$ cat config.mk
export PLATFORM = sky130hd
export DESIGN_NAME = dram_port_master_flat
export DESIGN_NICKNAME = d
export VERILOG_FILES = /design/src/rtl/dram_port_master_pkg.sv /design/src/rtl/dram_port_master_if.sv /design/src/rtl/dram_port_master.sv /design/src/flat_wrapper.sv
export SDC_FILE = /design/constraint.sdc
export NUM_CORES = 1
export LEC_CHECK = 0
export ABC_CLOCK_PERIOD_IN_PS = 3200
export CAP_MARGIN = 10
export CORE_MARGIN = 3
export CORE_UTILIZATION = 35
export CTS_CLUSTER_SIZE = 24
export DETAILED_ROUTE_END_ITERATION = 8
export GPL_TIMING_DRIVEN = 1
export HOLD_SLACK_MARGIN = 0.08
export PLACE_DENSITY = 0.76
export SYNTH_ARGS = -nofsm -noshare
export SYNTH_HDL_FRONTEND = slang
export SYNTH_SLANG_ARGS = --single-unit
$ cat constraint.sdc
create_clock -name clk -period 3.2 [get_ports clk]
set_input_delay 0.64 -clock clk [delete_from_list [all_inputs] [get_ports clk]]
set_output_delay 0.64 -clock clk [all_outputs]
set_load 0.01 [all_outputs]
$ cat src/rtl/dram_port_master_pkg.sv
// dram_port_master_pkg: shared widths, port count and FSM state encoding for the DRAM port master
package dram_port_master_pkg;

    localparam int NUM_C      = 4;
    localparam int ADDR_W_DEF = 16;
    localparam int DATA_W_DEF = 16;
    localparam int LEN_W_DEF  = 8;

    typedef enum logic [1:0] {
        IDLE  = 2'd0,
        READ  = 2'd1,
        WRITE = 2'd2,
        DONE  = 2'd3
    } state_e;

endpackage

$ cat src/rtl/dram_port_master_if.sv
// dram_port_master_if: core-side request, write-beat and read-return channels of one DRAM port
interface dram_port_master_if #(
    parameter int ADDR_W = 16,
    parameter int DATA_W = 16,
    parameter int LEN_W  = 8
);

    logic              req_valid;
    logic              req_ready;
    logic              req_write;
    logic [ADDR_W-1:0] req_addr;
    logic [LEN_W-1:0]  req_len;
    logic              wr_valid;
    logic              wr_ready;
    logic [DATA_W-1:0] wr_data;
    logic              rd_valid;
    logic [DATA_W-1:0] rd_data;
    logic              rd_last;

    modport master (
        output req_valid, req_write, req_addr, req_len, wr_valid, wr_data,
        input  req_ready, wr_ready, rd_valid, rd_data, rd_last
    );

    modport slave (
        input  req_valid, req_write, req_addr, req_len, wr_valid, wr_data,
        output req_ready, wr_ready, rd_valid, rd_data, rd_last
    );

endinterface

$ cat src/rtl/dram_port_master.sv
// dram_port_master: sequences single/burst loads and stores from one core onto a 1-cycle-read DRAM port
module dram_port_master
    import dram_port_master_pkg::*;
#(
    parameter int ADDR_W = ADDR_W_DEF,
    parameter int DATA_W = DATA_W_DEF,
    parameter int LEN_W  = LEN_W_DEF
) (
    input  logic              clk,
    input  logic              rst,
    dram_port_master_if.slave core,
    output logic              busy_o,
    output logic              done_o,
    output logic              mem_we_o,
    output logic [ADDR_W-1:0] mem_addr_o,
    output logic [DATA_W-1:0] mem_wdata_o,
    input  logic [DATA_W-1:0] mem_rdata_i
);

    state_e            state_q;
    logic [ADDR_W-1:0] base_q;
    logic [LEN_W-1:0]  len_q;
    logic [LEN_W-1:0]  cnt_q;
    logic              write_q;
    logic              rd_pend_q;
    logic              last;
    logic              active;

    assign last   = cnt_q == len_q;
    assign active = (state_q == READ) || (state_q == WRITE);

    // Burst FSM: latch the request, walk cnt per address (reads) or per accepted beat (writes)
    always_ff @(posedge clk) begin
        if (rst) begin
            state_q   <= IDLE;
            base_q    <= '0;
            len_q     <= '0;
            cnt_q     <= '0;
            write_q   <= 1'b0;
            rd_pend_q <= 1'b0;
        end else begin
            rd_pend_q <= state_q == READ;
            case (state_q)
                IDLE: if (core.req_valid) begin
                    base_q  <= core.req_addr;
                    len_q   <= core.req_len;
                    write_q <= core.req_write;
                    cnt_q   <= '0;
                    state_q <= core.req_write ? WRITE : READ;
                end
                READ: begin
                    cnt_q <= cnt_q + LEN_W'(1);
                    if (last) state_q <= DONE;
                end
                WRITE: if (core.wr_valid) begin
                    cnt_q <= cnt_q + LEN_W'(1);
                    if (last) state_q <= DONE;
                end
                DONE: state_q <= IDLE;
            endcase
        end
    end

    assign core.req_ready = state_q == IDLE;
    assign core.wr_ready  = state_q == WRITE;
    assign core.rd_valid  = rd_pend_q;
    assign core.rd_data   = mem_rdata_i;
    assign core.rd_last   = (state_q == DONE) && !write_q;

    assign busy_o      = state_q != IDLE;
    assign done_o      = state_q == DONE;
    assign mem_we_o    = (state_q == WRITE) && core.wr_valid;
    assign mem_addr_o  = active ? base_q + ADDR_W'(cnt_q) : '0;
    assign mem_wdata_o = (state_q == WRITE) ? core.wr_data : '0;

endmodule

$ cat src/flat_wrapper.sv
// flat-port wrapper written by rule: the top's interface ports become plain ports
module dram_port_master_flat import dram_port_master_pkg::*;
#(
    parameter int ADDR_W = ADDR_W_DEF,
    parameter int DATA_W = DATA_W_DEF,
    parameter int LEN_W  = LEN_W_DEF
)
  (clk, rst, busy_o, done_o, mem_we_o, mem_addr_o, mem_wdata_o, mem_rdata_i, core_req_valid, core_req_write, core_req_addr, core_req_len, core_wr_valid, core_wr_data, core_req_ready, core_wr_ready, core_rd_valid, core_rd_data, core_rd_last);
  dram_port_master_if #(.ADDR_W(ADDR_W), .DATA_W(DATA_W), .LEN_W(LEN_W)) core_i ();
  input  logic clk;
  input  logic rst;
  output logic busy_o;
  output logic done_o;
  output logic mem_we_o;
  output logic [ADDR_W-1:0] mem_addr_o;
  output logic [DATA_W-1:0] mem_wdata_o;
  input  logic [DATA_W-1:0] mem_rdata_i;
  input wire logic [$bits(core_i.req_valid)-1:0] core_req_valid;
  input wire logic [$bits(core_i.req_write)-1:0] core_req_write;
  input wire logic [$bits(core_i.req_addr)-1:0] core_req_addr;
  input wire logic [$bits(core_i.req_len)-1:0] core_req_len;
  input wire logic [$bits(core_i.wr_valid)-1:0] core_wr_valid;
  input wire logic [$bits(core_i.wr_data)-1:0] core_wr_data;
  output wire logic [$bits(core_i.req_ready)-1:0] core_req_ready;
  output wire logic [$bits(core_i.wr_ready)-1:0] core_wr_ready;
  output wire logic [$bits(core_i.rd_valid)-1:0] core_rd_valid;
  output wire logic [$bits(core_i.rd_data)-1:0] core_rd_data;
  output wire logic [$bits(core_i.rd_last)-1:0] core_rd_last;
  assign core_i.req_valid = core_req_valid;
  assign core_i.req_write = core_req_write;
  assign core_i.req_addr = core_req_addr;
  assign core_i.req_len = core_req_len;
  assign core_i.wr_valid = core_wr_valid;
  assign core_i.wr_data = core_wr_data;
  assign core_req_ready = core_i.req_ready;
  assign core_wr_ready = core_i.wr_ready;
  assign core_rd_valid = core_i.rd_valid;
  assign core_rd_data = core_i.rd_data;
  assign core_rd_last = core_i.rd_last;
  dram_port_master #(.ADDR_W(ADDR_W), .DATA_W(DATA_W), .LEN_W(LEN_W)) u_core (.clk(clk), .rst(rst), .core(core_i), .busy_o(busy_o), .done_o(done_o), .mem_we_o(mem_we_o), .mem_addr_o(mem_addr_o), .mem_wdata_o(mem_wdata_o), .mem_rdata_i(mem_rdata_i));
endmodule
Word level (Yosys, flattened, before mapping)

Index checks and enable logic that the tools add are counted.

Bits in registers: 36
Input bits: 61
Output and inout bits: 55
Word-level logic and storage cells: 34

$add $sub $neg: 2
Equal/unequal tests: 6
Muxes and demuxes: 10
Reduce and logical (&&, ||, !) cells: 10

Operators by type and width:

| kind                | count |
|---|---|
| $mux 16             | 2 |
| $pmux 8 s3          | 1 |
| $add 16x8->16       | 1 |
| $mux 8              | 2 |
| $add 8x1->8 const B | 1 |
| $eq 8x8->1          | 1 |
| $mux 2              | 4 |
| $pmux 2 s4          | 1 |
| $eq 2x2->1 const B  | 2 |
| $ne 2x2->1 const B  | 2 |
| $reduce_and 2->1    | 2 |
| $reduce_and 3->1    | 1 |
| $reduce_bool 3->1   | 1 |
| $eq 2x1->1 const B  | 1 |
| $logic_and 1x1->1   | 2 |
| $logic_not 2->1     | 1 |
| $reduce_bool 2->1   | 1 |
| $logic_not 1->1     | 1 |
| $logic_or 1x1->1    | 1 |

Depth between registers and ports, before layout

Gate-level depths: netlist of the first run.

Depth in word-level cells: 4
Mapped depth: 7
Gate-level depth less buffers: 7

Least setup slack after synthesis of the first run

Ideal clock, no wire load.

Path type: reg-to-output
From: register u_core.cnt_q[0]
To: output mem_addr_o[10]
Arrival time: 1.984 ns
Data required time: 2.560 ns
Path slack: 0.576 ns
Cell stages (with the launch flop): 8
Buffers on the path: 0
Cells stage by stage: dfxtp_1 > ha_1 > fa_1 > a21o_1 > a221oi_2 > o21a_1 > o21ai_0 > a21oi_1

Cells in the longest elaborated chain, start to end: 2

Ends and longest elaborated chain:

| element                | line                   | source |
|---|---|---|
| start, declared        | dram_port_master.sv:23 | `logic [LEN_W-1:0] cnt_q;` |
| start signal, assigned | dram_port_master.sv:52 | `cnt_q <= cnt_q + LEN_W'(1);` |
| start signal, assigned | dram_port_master.sv:56 | `cnt_q <= cnt_q + LEN_W'(1);` |
| $add 16x8->16          | dram_port_master.sv:73 | `assign mem_addr_o = active ? base_q + ADDR_W'(cnt_q) : '0;` |
| $mux 16                | dram_port_master.sv:73 |  |
| end, declared          | flat_wrapper.sv:15     | `output logic [ADDR_W-1:0] mem_addr_o;` |

Every way passes these cells.

Final worst setup path of the first run

From: register u_core.base_q[2]
To: output mem_addr_o[9]

Cells in the longest elaborated chain, start to end: 2

Ends and longest elaborated chain:

| element                | line                   | source |
|---|---|---|
| start, declared        | dram_port_master.sv:21 | `logic [ADDR_W-1:0] base_q;` |
| start signal, assigned | dram_port_master.sv:45 | `base_q <= core.req_addr;` |
| $add 16x8->16          | dram_port_master.sv:73 |  |
| $mux 16                | dram_port_master.sv:73 |  |

Every way passes these cells.

==> results.md, run 1 <==
Outcome:
- The run finished with clean final reports.

STA:
- The transition time at the pin with the least slew margin is between 0.8 and 0.9 ns.
- The worst slew slack as a fraction of its limit is 42.23%.
- The total setup violations reported at the end of the flow is 0.
- The final worst setup slack is about 0.08 ns.
- The total count of max-transition violations in the final report is 0.
- The number of failing hold endpoints at the final stage was 0.
- For the final database, setup skew stands at around 0.013 ns.
- Static timing analysis puts the maximum clock frequency at 320.5 MHz.
- The time the final worst path needs with I/O delays and setup is 3.120 ns.
- The part of the cycle the worst path needs is 97.50%.

Yosys:
- By area the synthesized netlist is led by sky130_fd_sc_hd__dfxtp_1 (31%), sky130_fd_sc_hd__nand2_1 (9.6%), sky130_fd_sc_hd__a21oi_1 (7.8%), sky130_fd_sc_hd__ha_1 (7.0%), sky130_fd_sc_hd__and2_1 (5.4%).
- The cell area after synthesis is ~2300 sq um.
- Synthesis produced a netlist with a net count of 371.
- The count of cell types in the netlist is 40.
- The most common cell in the synthesized netlist is sky130_fd_sc_hd__nand2_1.
- By count the netlist is led by sky130_fd_sc_hd__nand2_1 (59), sky130_fd_sc_hd__a21oi_1 (36), sky130_fd_sc_hd__dfxtp_1 (36), sky130_fd_sc_hd__and2_1 (20), sky130_fd_sc_hd__nor2_1 (20).
- The cell taking the most area after synthesis is sky130_fd_sc_hd__dfxtp_1.
- The most used flip-flop cell after synthesis is sky130_fd_sc_hd__dfxtp_1.
- The async set-or-reset flop fraction in the synthesized netlist is 0%.
- In this run the mean area of a mapped cell was 7.803 sq um.
- Yosys printed 0 warnings.
- The number of standard cells after synthesis is 296.
- In this run, synthesis inferred 0 flip-flops with an integrated enable.
- In this run, synthesis produced a sequential element count of 36.
- The fraction of post-synthesis cell area in the top cell type by area is 31.20%.
- The portion of the post-synthesis area used by sequential elements is 31.20%.

Critical path:
- The maximum cell stage delay along the critical path is 0.46 ns.
- The kind of capture point of the worst setup path is an output port.
- The largest fanout of any net on the critical path is 7.
- For this design, the slowest cell found on the critical path is sky130_fd_sc_hd__or4_1.
- The critical path goes through ha_1, nand3_1, nor2_4, nor4b_4, buf_4, or4_1, a21oi_1, dlygate4sd2_1.
- The worst setup path is launched from a flip-flop.
- The start-to-end type of the worst setup path is reg2out.
- STA puts the critical path data arrival time at 2.48 ns.
- The required time at the worst-slack endpoint is 2.56 ns.

Clocking:
- The clock net in this run drives a total of 36 sinks.
- The TritonCTS clock tree is yes.
- The cell at the root of the clock tree is sky130_fd_sc_hd__clkbuf_8.
- At the later pin of the worst-skew pair, clock insertion delay measures approximately 0.3 ns.
- The total of hold buffers inserted after clock tree synthesis is 0.
- Clock-pin slew was measured on the worst setup and hold paths at around 0.080 ns.
- In this run, CTS created clock tree buffers numbering 5.
- The number of levels the H-tree was split into is 2.
- The worst-case clock buffer depth is 2.

Global route:
- The global routing met1 resource utilization is slightly above 20%.
- met2 is the most crowded layer.
- The met2 global-route usage is 27.33%.
- The wire length of the first global-routing pass is 9894 um.
- The number of antenna violations at the first check in global routing is 0.
- Global routing used 16.28% of the available tracks.
- The met3 routing resource usage after global routing is 5.109%.
- Entering global routing, the biggest net connects 26 pins.
- The leftover overflow at the end of global routing is 0.
- The number of global-route vias before repair came to 2,098.

Floorplan:
- The initial utilization of the core area, before any placement, comes to 37.46%.
- The count of standard-cell rows is 28.
- 116 I/O pins were placed.
- The total area inside the core boundary comes to about 6000 sq um.
- In this run the vertical extent of the chip is 87.24 um.
- The die footprint is 7610 sq um.
- From left edge to right edge, the die measures 87.24 um.

Run:
- The max-cap check violation count is 0.

Detailed routing:
- The DRC violation count after routing is 0.
- The detailed-router iteration count before antenna repair is 4.
- The average wire length per cell after detail routing is 13.36 um.
- In this run the remaining antenna-violating nets after routing total 0.
- The total routed wirelength is between 5000 and 6000 um.
- Detailed routing inserted a total of roughly 2,200 vias.
- After the first detailed-routing iteration, the DRC count stood at 94.
- The post-detailed-route via-to-cell ratio is 4.908.

Cells and area:
- The post-route netlist has 9.409% of its cells at a drive strength greater than 1.
- The final cell count without fillers is ~450.
- The final-layout fill cell count is 600.
- The repair_antennas step left the layout with diodes totalling 0.
- The number of nets in the layout is roughly 450.
- The utilization of the core after routing is a little over half.
- The layout-stage area growth over the synthesis result is 41.98%.

Placed design:
- The detailed placer's ending HPWL is 4666 um.
- The worst slack at placement is 0.06965 ns.
- Input and output buffers added on the ports amount to 83.
- The placer congestion estimate is slightly below 0.8.
- The number of placed instances with taps included is 436.

Pwr:
- In this run the power density over the cells is between 500 and 600 nW/um^2.
- In this run the static leakage power is 1.272 nW.
- VDD sags by at most ~430 uV.
- The post-layout total power is 0.001796 W.

Hold path:
- The type of the most critical hold path is reg2reg.
-- stage by stage --
step	instance area, sq um	hold slack (ns)	setup TNS (ns)
floorplan	2310	0.4367	0
detailed placement	3141	0.4547	0
global placement	3141	0.4493	0
global route	3279	0.4937	-0.01395
CTS	3233	0.4650	0
finish	3279	0.4612	0
-- path summary, 6_finish.rpt --
| kind | startpoint | end | slack, ns | cells past startpoint |
|---|---|---|---|---|
| max | u_core.base_q[2] | mem_addr_o[9] | 0.08 | 8 |
| min | u_core.base_q[7] | u_core.base_q[7] | 0.46 | 2 |
| max reg2reg | u_core.state_q[0] | u_core.cnt_q[7] | 1.20 | 7 |
| min reg2reg | u_core.base_q[7] | u_core.base_q[7] | 0.46 | 2 |
-- placed cells by master, fill, tap and decap left out, types with 2 or more instances in the layout --
| cell | n |
|---|---|
| sky130_fd_sc_hd__clkdlybuf4s50_1 | 73 |
| sky130_fd_sc_hd__nand2_1 | 59 |
| sky130_fd_sc_hd__a21oi_1 | 36 |
| sky130_fd_sc_hd__dfxtp_1 | 36 |
| sky130_fd_sc_hd__nor2_1 | 20 |
| sky130_fd_sc_hd__and2_1 | 20 |
| sky130_fd_sc_hd__xnor2_1 | 12 |
| sky130_fd_sc_hd__buf_4 | 12 |
| sky130_fd_sc_hd__ha_1 | 10 |
| sky130_fd_sc_hd__xor2_1 | 9 |
| sky130_fd_sc_hd__dlygate4sd2_1 | 7 |
| sky130_fd_sc_hd__inv_1 | 6 |
| sky130_fd_sc_hd__nor2b_1 | 6 |
| sky130_fd_sc_hd__clkbuf_8 | 6 |
| sky130_fd_sc_hd__nand3_1 | 5 |
| sky130_fd_sc_hd__o21ai_0 | 4 |
| sky130_fd_sc_hd__nand4_1 | 4 |
| sky130_fd_sc_hd__a21o_1 | 3 |
| sky130_fd_sc_hd__mux2i_1 | 3 |
| sky130_fd_sc_hd__o31ai_1 | 3 |
| sky130_fd_sc_hd__or4_1 | 3 |
| sky130_fd_sc_hd__clkbuf_2 | 3 |
| sky130_fd_sc_hd__and3_1 | 2 |
| sky130_fd_sc_hd__o2111ai_1 | 2 |
| sky130_fd_sc_hd__or3_1 | 2 |
| sky130_fd_sc_hd__a311oi_1 | 2 |
| sky130_fd_sc_hd__ha_4 | 2 |
-- where the power goes --
group | internal [W] | switching, W | total [W]
clock | 0.000175 | 0.000168 | 0.000343
combinational | 0.000422 | 0.000448 | 0.000869
sequential | 0.000519 | 0.0000648 | 0.000583
-- flip-flops by register name (all words and copies together) (netlist names) --
register	count
u_core.len_q	8
u_core.cnt_q	8
u_core.base_q	16
u_core.state_q	2
u_core.core.rd_valid	1
u_core.write_q	1
-- kinds of logic (layout without fill, tap and decap cells) --
logic type / count (synthesis) / in the layout / share of synthesized area, %
mux: 4 / 4 / 1.788
compound gates: 56 / 56 / 14.41
xor+xnor: 21 / 21 / 7.963
buf+inv: 33 / 109 / 7.963
flops: 36 / 36 / 31.20
simple gates: 132 / 132 / 28.76
fa+ha+maj: 14 / 14 / 7.909
-- final cells by class --
type | instances | area [sq um] | share of cell area [%]
repair buffers | 95 | 897.1 | 27.36
clock inverters | 1 | 7.507 | 0.2289
multi-input cells | 227 | 1451 | 44.26
flip-flops and latches | 36 | 720.7 | 21.98
well taps | 75 | 93.84 | 2.861
clock buffers | 7 | 86.33 | 2.633
inverters | 6 | 22.52 | 0.6868
-- critical path: cells and delay by family, from the launching register on --
family          cells  cell delay [ns]
buf+inv             2             0.45
fa+ha+maj           1             0.35
flops               1             0.33
simple gates        4             0.87
compound gates      1             0.18
-- repair_timing --
item                                    in CTS  in global routing
gates cloned                                 0                  0
endpoints found under the setup margin      10                  7
pin swaps                                    2                  2
buffers inserted                             1                  2
resized for setup                           13                 10
-- layer usage --
metal  part of all wire (%)  vias to the layer above
li1                       -                     1143
met1                     45                      991
met2                     48                       53
met3                    5.7                        7
met4                   0.95                        0
met5                      0                        -
No activity file was read; power rests on OpenSTA's default activity.
==> run 2: changes to the inputs <==
- CORE_MARGIN: 3 -> 2
- CORE_UTILIZATION: 35 -> 41
- PLACE_DENSITY: 0.76 -> 0.89
==> results.md, run 2 (synthesis gave the netlist of run 1 again) <==
STA:
- The fmax is 321.8 MHz (was 320.5 MHz).
- The worst slew slack as a fraction of its limit is 42.84% (was 42.23%).
- The post-route clock skew is 0.007092 ns (was 0.01296 ns).
- The transition time at the pin with the least slew margin was 0.8553 ns (was 0.8645 ns).
- The final worst setup slack is 0.09204 ns (was 0.07995 ns).
- The part of the cycle the worst path needs is 97.12% (was 97.50%).
- The total setup violations reported at the end of the flow is 0 (unchanged).
- The time the final worst path needs with I/O delays and setup is 3.108 ns (was 3.120 ns).
- The total count of max-transition violations in the final report was 0 (unchanged).
- The number of failing hold endpoints at the final stage is 0 (unchanged).

Floorplan:
- The initial core utilization was 42.20% (was 37.46%).
- The core footprint came to 5473 sq um (was 6166 sq um).
- The die footprint was 6250 sq um (was 7610 sq um).
- The I/O pin count is 116 (unchanged).
- The count of standard-cell rows is 27 (was 28).
- The overall die width came to 79.06 um (was 87.24 um).
- The height of the chip is 79.06 um (was 87.24 um).

Critical path:
- The data arrival time of the worst path is 2.47 ns (was 2.48 ns).
- The count of cells along the worst register-to-register path is 7 (unchanged).
- The largest fanout of any net on the critical path is 3 (was 7).
- The kind of capture point of the worst setup path is an output port (unchanged).
- The required time at the worst-slack endpoint is 2.56 ns (about the same).
- The element type at the critical path start was a flip-flop (unchanged).
- The start-to-end type of the worst setup path was reg2out (unchanged).

Detailed routing:
- The remaining antenna violation count after routing is 0 (unchanged).
- The total routed wirelength was 6363 um (was 5974 um).
- The average wire length per cell after detail routing is 14.30 um (was 13.36 um).
- The post-detailed-route via-to-cell ratio is 5.202 (was 4.908).
- The DRC violation count after routing is 0 (unchanged).
- The total vias in the final route is 2,315 (was 2,194).
- The detailed-router iteration count before antenna repair came to 4 (unchanged).
- The number of DRC violations after detailed-routing iteration 0 was 139 (was 94).

Global route:
- The total routing resource utilization after global routing is 20.38% (was 16.28%).
- The number of global-route vias before repair is 2,147 (was 2,098).
- The maximum number of pins on one net before global-route repair is 26 (unchanged).
- The leftover overflow at the end of global routing is 0 (unchanged).
- The number of antenna violations at the first check in global routing was 0 (unchanged).
- The wire length of the first global-routing pass was 10,120 um (was 9894 um).

Pwr:
- The clock share of power is 19.1% (about the same).
- The switching portion of total power is 38.53% (was 37.90%).
- The cell-internal power is 0.001120 W (was 0.001115 W).
- The net switching power is 0.0007022 W (was 0.0006805 W).
- The post-layout total power is 0.001822 W (was 0.001796 W).
- The total power per unit cell area is 550.9 nW/um^2 (was 547.6 nW/um^2).
- The worst ir drop on vdd came to 242.5 uV (was 427.0 uV).
- The logic gate share of total power came to 48.5% (was 48.4%).
- The leakage power summed over all cells is 1.271 nW (was 1.272 nW).
- The portion of total power attributed to sequential cells came to 32.4% (was 32.5%).

Cells and area:
- The number of nets in the layout was 447 (was 446).
- Most used cells in the layout excluding fill and tap cells: sky130_fd_sc_hd__clkdlybuf4s50_1 (73), sky130_fd_sc_hd__nand2_1 (59), sky130_fd_sc_hd__a21oi_1 (36), sky130_fd_sc_hd__dfxtp_1 (35) (was sky130_fd_sc_hd__clkdlybuf4s50_1 (73), sky130_fd_sc_hd__nand2_1 (59), sky130_fd_sc_hd__a21oi_1 (36), sky130_fd_sc_hd__dfxtp_1 (36)).
- The layout-stage area growth over the synthesis result was 43.23% (was 41.98%).
- The most common cell after layout, fill and taps aside is sky130_fd_sc_hd__clkdlybuf4s50_1 (unchanged).
- The utilization of the core after routing is 60.45% (was 53.19%).
- The number of flip-flops under the largest register name is 16 (unchanged).
- The share of cells above drive strength 1 is 9.651% (was 9.409%).
- The antenna diode count was 0 (unchanged).
- The top register by number of flip-flops is u_core.base_q (unchanged).
- Largest registers: u_core.base_q: 16 flops, u_core.cnt_q: 8 flops, u_core.len_q: 8 flops (unchanged).

Clocking:
- The worst-case clock buffer depth is 2 (unchanged).
- The TritonCTS clock tree is yes (unchanged).
- The insertion delay to the later sink of the worst-skew pair was 0.29 ns (was 0.30 ns).
- The cell at the root of the clock tree is sky130_fd_sc_hd__clkbuf_8 (unchanged).
- The total of hold buffers inserted after clock tree synthesis is 0 (unchanged).
- The total number of clock tree sinks is 36 (unchanged).
- The number of levels the H-tree was split into is 2 (unchanged).
- The number of buffers created by CTS is 5 (unchanged).
- The clock-pin slew of the registers on the worst-case setup and hold paths is 0.08 ns (about the same).

Placed design:
- The worst slack at placement came to 0.07662 ns (was 0.06965 ns).
- The number of port buffers was 83 (unchanged).
- The placer congestion estimate is 0.8671 (was 0.7952).
- The detailed placer's ending HPWL came to 4715 um (was 4666 um).

Hold path:
- The type of the most critical hold path is reg2reg (unchanged).
- The number of cells traversed by the worst hold path is 2 (unchanged).

Outcome:
- Status: complete, no violations (unchanged).

Run:
- The max-cap check violation count is 0 (unchanged).
[run 2: final cells by class]
class                   count  area (sq um)
multi-input cells         227          1464
clock inverters             1         7.507
repair buffers             96         915.9
well taps                  72         90.09
fillers                   484          2165
inverters                   6         22.52
flip-flops and latches     36         721.9
clock buffers               7         86.33
[run 2: through the flow]
stage	hold WS [ns]	setup TNS, ns	std cells	instance area [sq um]
floorplan	0.4367	0	296	2310
global placement	0.4496	0	433	3137
detailed placement	0.4657	0	433	3137
CTS	0.4761	-0.09224	443	3244
global route	0.4918	-0.006097	445	3308
finish	0.4755	0	445	3308
[run 2: final timing paths]
path / slack [ns] / to / startpoint
hold reg to reg: 0.48 / u_core.base_q[0] / u_core.base_q[0]
setup / recovery: 0.09 / mem_addr_o[8] / u_core.cnt_q[0]
setup reg to reg: 1.18 / u_core.cnt_q[7] / u_core.state_q[0]
hold / removal: 0.48 / u_core.base_q[0] / u_core.base_q[0]
[run 2: power by group through the flow]
stage | logic, W | clock network, W | registers [W]
CTS | 0.000876 | 0.000345 | 0.000585
global placement | 0.000859 | 0 | 0.000588
global route | 0.000962 | 0.000372 | 0.000599
finish | 0.000884 | 0.000348 | 0.000591
detailed placement | 0.000883 | 0 | 0.000595
floorplan | 0.000515 | 0 | 0.000581
[run 2: repair_timing]
| item | 4_1_cts | 5_1_grt |
|---|---|---|
| setup buffers | 2 | 2 |
| gates resized for setup | 12 | 13 |
| setup endpoints to repair | 10 | 6 |
| pin swaps | 4 | 4 |
| endpoints found under the hold margin | 0 | 0 |
[run 2: routing by layer]
layer / vias up / track usage [%] / wire, um
met5: - / 0 / 0
met4: 0 / 7.586 / 138
met3: 14 / 4.091 / 309
met2: 72 / 36.19 / 3275
met1: 1085 / 24.15 / 2639
li1: 1144 / - / -
[run 2: worst max-delay path, stage by stage (launching register included)]
cell and delay, ns:
sky130_fd_sc_hd__dfxtp_1 0.32, sky130_fd_sc_hd__ha_1 0.23, sky130_fd_sc_hd__fa_2 0.36, sky130_fd_sc_hd__a21o_1 0.23, sky130_fd_sc_hd__a221oi_4 0.30, sky130_fd_sc_hd__buf_4 0.17
sky130_fd_sc_hd__o21ai_1 0.07, sky130_fd_sc_hd__xnor2_1 0.14, sky130_fd_sc_hd__nor2_1 0.08, sky130_fd_sc_hd__dlygate4sd2_1 0.28
